[src/rtl/if_id_hazard_ctrl.sv]
// Front-end hazard sequencer: load-use stall, taken-branch flush and fetch-wait control of PC and IF/ID, ID/EX.
// Optional performance counters are built only when IF_ID_PERF_CNT_EN is defined.
module if_id_hazard_ctrl #(
    parameter int STALL_CYCLES = 2,
    parameter int FLUSH_CYCLES = 2,
    parameter int REG_W        = 5
) (
    input  logic             clk,
    input  logic             rst,
    input  logic [REG_W-1:0] id_rs,
    input  logic [REG_W-1:0] id_rt,
    input  logic             id_uses_rt,
    input  logic             ex_memread,
    input  logic [REG_W-1:0] ex_rt,
    input  logic             branch_taken,
    input  logic             imem_ready,
    output logic             pc_en,
    output logic             pc_redirect,
    output logic             if_id_en,
    output logic             if_id_flush,
    output logic             id_ex_bubble,
    output logic [31:0]      stall_count,
    output logic [31:0]      flush_count,
    output logic [1:0]       state_dbg
);

    // state | meaning
    // RUN   | normal issue          STALL | load-use hold in progress
    // FLUSH | post-branch NOP fill  IWAIT | instruction fetch pending
    typedef enum logic [1:0] {
        RUN   = 2'd0,
        STALL = 2'd1,
        FLUSH = 2'd2,
        IWAIT = 2'd3
    } state_t;

    localparam logic [3:0] STALL_LOAD = (STALL_CYCLES > 1) ? 4'(STALL_CYCLES - 2) : 4'd0;
    localparam logic [3:0] FLUSH_LOAD = (FLUSH_CYCLES > 1) ? 4'(FLUSH_CYCLES - 2) : 4'd0;

    state_t     state;
    state_t     state_nxt;
    logic [3:0] cnt;
    logic [3:0] cnt_nxt;
    logic       hz;

    assign hz = ex_memread && (ex_rt != '0) &&
                ((ex_rt == id_rs) || (id_uses_rt && (ex_rt == id_rt)));

    always_comb begin
        pc_en        = 1'b0;
        pc_redirect  = 1'b0;
        if_id_en     = 1'b0;
        if_id_flush  = 1'b0;
        id_ex_bubble = 1'b0;
        state_nxt    = state;
        cnt_nxt      = cnt;
        if (rst) begin
            if_id_en     = 1'b1;
            if_id_flush  = 1'b1;
            id_ex_bubble = 1'b1;
            state_nxt    = RUN;
            cnt_nxt      = 4'd0;
        end else begin
            case (state)
                STALL: begin
                    id_ex_bubble = 1'b1;
                    if (cnt == 4'd0) state_nxt = RUN;
                    else             cnt_nxt   = cnt - 4'd1;
                end
                FLUSH: begin
                    pc_en       = imem_ready;
                    if_id_en    = 1'b1;
                    if_id_flush = 1'b1;
                    if (cnt == 4'd0) state_nxt = RUN;
                    else             cnt_nxt   = cnt - 4'd1;
                end
                default: begin
                    // RUN and IWAIT share the same priority decode
                    if (hz) begin
                        id_ex_bubble = 1'b1;
                        if (STALL_CYCLES > 1) begin
                            state_nxt = STALL;
                            cnt_nxt   = STALL_LOAD;
                        end else begin
                            state_nxt = RUN;
                        end
                    end else if (branch_taken) begin
                        pc_en       = 1'b1;
                        pc_redirect = 1'b1;
                        if_id_en    = 1'b1;
                        if_id_flush = 1'b1;
                        if (FLUSH_CYCLES > 1) begin
                            state_nxt = FLUSH;
                            cnt_nxt   = FLUSH_LOAD;
                        end else begin
                            state_nxt = RUN;
                        end
                    end else if (!imem_ready) begin
                        if_id_en    = 1'b1;
                        if_id_flush = 1'b1;
                        state_nxt   = IWAIT;
                    end else begin
                        pc_en     = 1'b1;
                        if_id_en  = 1'b1;
                        state_nxt = RUN;
                    end
                end
            endcase
        end
    end

    always_ff @(posedge clk) begin
        if (rst) begin
            state <= RUN;
            cnt   <= 4'd0;
        end else begin
            state <= state_nxt;
            cnt   <= cnt_nxt;
        end
    end

    assign state_dbg = state;

`ifdef IF_ID_PERF_CNT_EN
    logic        stall_evt;
    logic        flush_evt;
    logic [31:0] stall_q;
    logic [31:0] flush_q;

    // Reset also raises bubble/flush, so it is excluded from both events
    assign stall_evt = id_ex_bubble && !rst;
    assign flush_evt = if_id_flush && !rst && (pc_redirect || (state == FLUSH));

    always_ff @(posedge clk) begin
        if (rst) begin
            stall_q <= '0;
            flush_q <= '0;
        end else begin
            if (stall_evt && (stall_q != 32'hFFFF_FFFF)) stall_q <= stall_q + 32'd1;
            if (flush_evt && (flush_q != 32'hFFFF_FFFF)) flush_q <= flush_q + 32'd1;
        end
    end

    assign stall_count = stall_q;
    assign flush_count = flush_q;
`else
    assign stall_count = 32'd0;
    assign flush_count = 32'd0;
`endif

endmodule

[config.mk]
export PLATFORM = sky130hd
export DESIGN_NAME = if_id_hazard_ctrl
export DESIGN_NICKNAME = d
export VERILOG_FILES = /design/src/rtl/if_id_hazard_ctrl.sv
export SDC_FILE = /design/constraint.sdc
export NUM_CORES = 1
export LEC_CHECK = 0
export BUFFER_PORTS_ARGS = -buffer_cell sky130_fd_sc_hd__buf_2
export CAP_MARGIN = 20
export CORE_MARGIN = 5
export CORE_UTILIZATION = 38
export DETAILED_ROUTE_END_ITERATION = 8
export PLACE_DENSITY = 0.88
export SLEW_MARGIN = 20
export SYNTH_ARGS = -nofsm -noshare
export SYNTH_HDL_FRONTEND = slang
export SYNTH_SLANG_ARGS = --single-unit
[constraint.sdc]
create_clock -name clk -period 1.8 [get_ports clk]
set_input_delay 0.27 -clock clk [delete_from_list [all_inputs] [get_ports clk]]
set_output_delay 0.27 -clock clk [all_outputs]
set_load 0.02 [all_outputs]
After elaboration in Yosys (flattened, before gate mapping)
Cells that the tools add are included.
{ "totals": {"inputBits": 21, "out_inout_bits": 71, "wordCells": 47, "regBits": 6} }
{ "classes": {"n_mux": 29, "add_sub_neg": 1, "n_eq_ne": 6, "n_reduce_logical": 9} }
{ "op_table": {"columns": ["op", "n"], "rows": [
  ["2-to-1 mux 1 bit", 16],
  ["2-to-1 mux 4 bit", 4],
  ["== test 5 bit", 2],
  ["2-to-1 mux 2 bit", 5],
  ["one-hot mux 1 bit (2 select lines)", 4],
  ["nonzero test 5 bit", 1],
  ["logical NOT 4 bit", 1],
  ["subtractor 4 x 1 -> 4 bit, second input constant", 1],
  ["logical AND 1 bit", 3],
  ["nonzero test 3 bit", 1],
  ["== test 2 x 1 -> 1 bit, second input constant", 1],
  ["== test 2 bit, second input constant", 1],
  ["inequality test 2 x 1 -> 1 bit, second input constant", 1],
  ["inequality test 2 bit, second input constant", 1],
  ["AND reduction 2 bit", 1],
  ["OR reduction 2 bit", 1],
  ["logical OR 1 bit", 1]
]} }

Longest topological paths before layout
Gate-level depths: netlist (run 1).
{ "logic_depth": {"ltp_word": 7, "depth_mapped": 7, "depth_no_buf": 7} }

Worst setup path before layout (run 1)
No wires, ideal clock.
{ "synth_timing": {"path_type": "reg2out", "start": "reg state[0] (netlist: state_dbg[0])", "end": "out pc_redirect", "arrival_time_ns": 2.111, "path_buffers": 1, "t_required_ns": 1.530, "stages_incl_launch_ff": 6, "path_slack_ns": -0.581, "cell_sequence": "dfxtp_1 inv_1 ha_1 clkbuf_1 clkinv_1 nor4_1"} }
{ "synth_via": {"elab_chain_len": 4, "word_cells_on_any_way": 5, "cone_classes": "eq/ne: 2; mux: 2; reduce/logical: 1"} }
{ "synth_lines": {"columns": ["element", "line_no", "rtl"], "rows": [
  ["from (decl)", "40", "state_t state;"],
  ["from (signal assigned)", "117", "state <= state_nxt;"],
  ["== test 2 bit / == test 2 x 1 -> 1 bit (equally long branches)", "64", "case (state)"],
  ["OR reduction 2 bit (no line) *", null, null],
  ["2-to-1 mux 1 bit *", "64", null],
  ["2-to-1 mux 1 bit *", "57", "if (rst) begin"],
  ["to (decl)", "18", "output logic pc_redirect,"]
]} }
Every way passes the cells marked *; elsewhere a longest branch is shown, timed or not.

Final worst setup path (run 1)
{ "layout_timing": {"start": "in ex_rt[0]", "end": "out pc_redirect"} }
{ "layout_via": {"elab_chain_len": 7, "word_cells_on_any_way": 10, "cone_classes": "eq/ne: 2; mux: 3; reduce/logical: 5"} }
{ "layout_lines": {"columns": ["element", "line_no", "rtl"], "rows": [
  ["from (decl)", "14", "input logic [REG_W-1:0] ex_rt,"],
  ["== test 5 bit", "47", "((ex_rt == id_rs) || (id_uses_rt && (ex_rt == id_rt)));"],
  ["logical AND 1 bit", "47", null],
  ["logical OR 1 bit", "47", null],
  ["logical AND 1 bit *", "46", "assign hz = ex_memread && (ex_rt != '0) &&"],
  ["2-to-1 mux 1 bit *", "79", "if (hz) begin"],
  ["2-to-1 mux 1 bit *", "64", null],
  ["2-to-1 mux 1 bit *", "57", null]
]} }
Marks and branches as above.

==> metrics.csv, run 1 <==
metric,value,unit
total_power,697.8,µW
ios,92,
layout.cells.non_filler,207,
placed_area,1105,µm²
violations,negative setup slack,
worstPathArrival,1.59,ns
period_minus_slack,1.863,ns
final_layout_size_suffix_gt1_share,35.23,%
fin_skew,0.001957,ns
tritoncts,built,
outcome,finished with violations,
fin_hold_ws,0.3664,ns
crit_path_start,ex_rt[0],
wl_met3,240,µm
maxSlewViolCount,0,
syn2layout_area_growth,19.95,%
powerDensity,552.2,nW/µm²
htreeDepth,1,
wl_met2,1255,µm
drt_pre_antenna_iters,4,
final_hold_viol_count,0,
diodes,0,
grt_pass1_wl,3153,µm
port-buffer-count,27,
synth_warnings,0,
fp.dieW,62.66,µm
dp_cells,198,
hold_class,in -> reg,
ys_ff_latch,6,
startpoint_type,input port,
hp-start,rst,
netlist_instances,134,
drtIter0Drc,6,
syn-mean-instance-area,7.862,µm²
peakVddDrop,0.3784,mV
synth_top_cell_by_area,buf_4,
antenna_found_initial,0,
grt_max_degree,10,
cts_made_buffers,3,
p_leak,0.0006299,µW
max_cap_viol_count,0,
dpl.hpwl,1839,µm
top_layer,met3,
dieArea,3926,µm²
wl_per_cell,10.99,µm
synth_edf_count,0,
grt_pass1_vias,750,
clockBufferDepth,2,
grt_overflow_total,0,
die_y,62.66,µm
design_area,1264,µm²
rows,19,
cp_max_fo,5,
core-area,2710,µm²
setup_viol,4,
async_reset_ff_share,0,%
period_share,103.5,%
drc,0,
vias,853,
synth_area_leaders,"buf_4, dfxtp_1, xor2_1, ha_1, a211oi_1",
synth.distinct_cells,34,
m1WireLength,778,µm
r2r_start,cnt[0],
start_util,38.87,%
layout.nets,202,
yosysTopAreaCellShare,45.61,%
crit_required,1.53,ns
worst_slack,-0.06320,ns
gp_congestion,0.8069,
final_common_cell,conb_1,
fmax,536.7,MHz
synth-seq-area-share,11.40,%
rsz0062_at_grt,yes,
most-common-layout-cells,"conb_1, buf_2, buf_4, xor2_1, buf_6",
crit_type,in -> out,
root_buffer,clkbuf_4,
grt_usage,9.612,%
clkTransAtPathRegs,0.05,ns
clock-sinks,6,
via_per_inst,4.121,
synth_flop_cell,dfxtp_1,
clkLatencyLatePin,0.25,ns
fill_cells,272,
timing.critical_path.to_type,output port,
drtAntennaViolNets,0,
wirelength,2274,µm
netlist_area,1054,µm²
area by class of cell:
class,count,area (µm²),area share (%)
Multi-Input combinational cell,118,743.2,58.81
Inverter,7,31.28,2.475
Clock buffer,3,22.52,1.782
Timing Repair Buffer,42,306.5,24.26
Sequential cell,6,121.4,9.604
Tap cell,31,38.79,3.069
power by group:
part	leakage, µW	total (µW)	internal (µW)	switching [µW]
clock network	0.0000138	132	76.0	56.3
logic	0.000567	423	149	275
registers	0.0000491	142	138	3.93
total	0.000630	698	363	335
stage by stage:
stage	worst slack, ns	setup TNS [ns]	util, %
floorplan	-0.02482	-0.02482	-
global placement	-0.1182	-0.4461	40.77
detailed placement	-0.1522	-0.5833	40.77
CTS	-0.07747	-0.1970	45.98
global route	-0.1983	-0.7222	46.63
finish	-0.06320	-0.1750	46.63
critical path, stage by stage:
cell and delay, ns:
buf_6 0.09, or4_4 0.54, o21ai_4 0.17, nor2_4 0.09, nor4_4 0.26, buf_4 0.18
worst paths after layout:
kind / endpoint / slack (ns) / cells past startpoint
max reg2reg: cnt[1] / 0.18 / 7
max: pc_redirect / -0.06 / 6
min reg2reg: cnt[2] / 0.54 / 2
min: cnt[0] / 0.37 / 2
cells by family (layout without fill, tap and decap cells):
family | count (synthesis) | in the layout | synth area share [%]
adder cells (fa/ha/maj) | 3 | 3 | 3.563
other | 1 | 64 | 0.3560
XOR/XNOR | 11 | 11 | 9.146
AND/OR/NAND/NOR | 18 | 18 | 9.976
AO/OA/AOI/OAI | 22 | 22 | 16.75
buffers and inverters | 73 | 52 | 48.81
flip-flops | 6 | 6 | 11.40
synth_stat cells, types with 2 or more instances:
library cell,number
buf_4,64
nand2_1,3
xor2_1,9
nor2_1,3
dfxtp_1,6
inv_1,6
a21oi_1,5
a211oi_1,4
nor4_1,2
o21ai_0,2
nor3_1,3
ha_1,3
xnor2_1,2
o211ai_1,2
sequential cells by signal, summed over array words and instances (netlist names):
name,flops
cnt,4
state_dbg,2
what timing repair did:
item,in CTS,in global routing
gates resized for setup,22,2
pin swaps,10,4
gates cloned,0,0
buffers inserted,5,1
setup endpoints to repair,5,5
hold buffers,0,0
layer usage:
metal  GRT usage [%]  vias to the layer above
li1                -                      403
met1           10.78                      401
met2           17.75                       49
met3           2.518                        0
met4           2.387                        0
met5               0                        -
Power figures use the tool's default switching activity.
==> inputs of run 2 (changes only) <==
- CORE_MARGIN: 5 -> 8
==> run 2 against run 1 <==
Net effect:
- critical endpoint is now if_id_flush
- highest routed layer is now met4
- via count is 2.3% lower
- die area is 20% higher
- the flow still finishes with violations (negative setup slack)
- setup slack worse by 0.041 ns
- final cell count stayed put
- largest cell class unchanged
- clock power is 3% lower
- clock skew is 0.0060 ns higher
- combinational power is 5.4% higher
- sequential power hardly changed
- fmax is 2.2% lower
==> metrics.csv, run 2 (synthesis results as in run 1) <==
metric,value,unit
drtIter0Drc,20,
setup_viol,5,
cts_hold_buf,0,
rows,19,
period_share,105.8,%
cts_made_buffers,3,
slowest_stage,or4_4,
slowest_delay,0.54,ns
powerDensity,551.3,nW/µm²
period_minus_slack,1.904,ns
largest_register,cnt,
maxSlewViolCount,0,
drc,0,
dp_slack,-0.1261,ns
fmax,525.1,MHz
r2r_start,state_dbg[0],
wl_per_cell,12.44,µm
gp_congestion,0.8484,
rsz0062_at_grt,yes,
cp.buffers_inverters,2,
outcome,finished with violations,
core-area,2686,µm²
cp_cell_sequence,buf_6 -> or4_4 -> o21ai_4 -> nor2_4 -> o311ai_4 -> buf_6,
violations,negative setup slack,
wirelength,2575,µm
cp_max_fo,5,
hold_path_depth,2,
timing.critical_path.to_type,output port,
final_layout_size_suffix_gt1_share,36.93,%
vias,833,
crit_required,1.53,ns
peakVddDrop,0.2892,mV
p_leak,0.0006403,µW
dp_cells,199,
antenna_found_initial,0,
min_to,cnt[0],
layout.nets,202,
dieArea,4714,µm²
fin_skew,0.007919,ns
max_cap_viol_count,0,
fp.dieW,68.66,µm
tritoncts,built,
final_common_cell,conb_1,
drt_pre_antenna_iters,4,
crit_family,simple AND/OR/NAND/NOR gates,
timing.setup.tns,-0.2244,ns
via_per_inst,4.024,
most-common-layout-cells,"conb_1, buf_2, buf_4, buf_6, xor2_1",
clock-sinks,6,
start_util,39.22,%
hp-start,rst,
grt_overflow_total,0,
cp_common_cell,buf_6,
startpoint_type,input port,
final_hold_viol_count,0,
htreeDepth,1,
drtAntennaViolNets,0,
hold_class,in -> reg,
ios,92,
grt_max_degree,10,
grt_pass1_vias,868,
rr_worst_depth,7,
dpl.hpwl,2088,µm
clkLatencyLatePin,0.25,ns
worst_slack,-0.1043,ns
clockBufferDepth,2,
crit_type,in -> out,
grt_pass1_wl,3588,µm
largest_reg_flops,4,
die_y,68.66,µm
port-buffer-count,27,
diodes,0,
clkTransAtPathRegs,0.04,ns
grt_usage,9.750,%
r2r_setup_slack,0.11,ns
syn2layout_area_growth,23.40,%
root_buffer,clkbuf_4,
r2r-end,cnt[3],
layout.cells.non_filler,207,
worstPathArrival,1.63,ns
## run 2: worst max path at each step
stage | startpoint | end | slack (ns) | depth (start not counted)
2_1_floorplan | ex_rt[0] | if_id_en | -0.02 | 4
3_3_place_gp | ex_rt[3] | if_id_en | -0.12 | 7
3_5_place_dp | ex_rt[0] | if_id_flush | -0.13 | 6
4_1_cts | ex_rt[0] | if_id_flush | -0.08 | 6
5_1_grt | id_rt[3] | if_id_en | -0.15 | 7
6_report | ex_rt[0] | if_id_flush | -0.10 | 6
## run 2: worst reg2reg max path, delay by kind of cell (launching register included)
kind / cells / cell delay [ns]
flops: 1 / 0.35
buf+inv: 2 / 0.19
compound gates: 2 / 0.25
fa+ha+maj: 1 / 0.25
simple gates: 2 / 0.56
## run 2: repair_timing
action / 4_1_cts / 5_1_grt
resized for setup: 23 / 8
gates cloned: 0 / 0
pin swaps: 7 / 10
buffers inserted: 3 / 2
endpoints found under the setup margin: 5 / 5
## run 2: metrics by stage
| stage | total power, µW | util [%] | cell area (µm²) | hold WS (ns) |
|---|---|---|---|---|
| 6_report | 716.7 | 48.39 | 1300 | 0.3777 |
| 5_1_grt | 759.3 | 48.39 | 1300 | 0.3764 |
| 4_1_cts | 697.9 | 46.53 | 1250 | 0.3651 |
| 3_5_place_dp | 499.9 | 41.41 | 1112 | 0.5368 |
| 3_3_place_gp | 497.2 | 41.41 | 1112 | 0.5388 |
| 2_1_floorplan | 522.4 | - | 1361 | 0.5067 |
## run 2: layout make-up
type,instances,area [µm²]
Fill cell,252,1386
Multi-Input combinational cell,118,763.2
Timing Repair Buffer,42,312.8
Sequential cell,6,121.4
Inverter,7,41.29
Tap cell,31,38.79
Clock buffer,3,22.52
## run 2: power by group
group / internal (µW) / switching, µW / leakage (µW)
registers: 138 / 4.82 / 0.0000491
clock network: 75.7 / 52.2 / 0.0000138
logic: 160 / 285 / 0.000577
## run 2: per-layer routing
metal / GRT usage (%) / vias up / wire [µm]
met5: 0 / - / 0
met3: 4.200 / 2 / 313
met2: 18.35 / 59 / 1318
met4: 2.302 / 0 / 12
met1: 9.564 / 371 / 931
li1: - / 401 / -
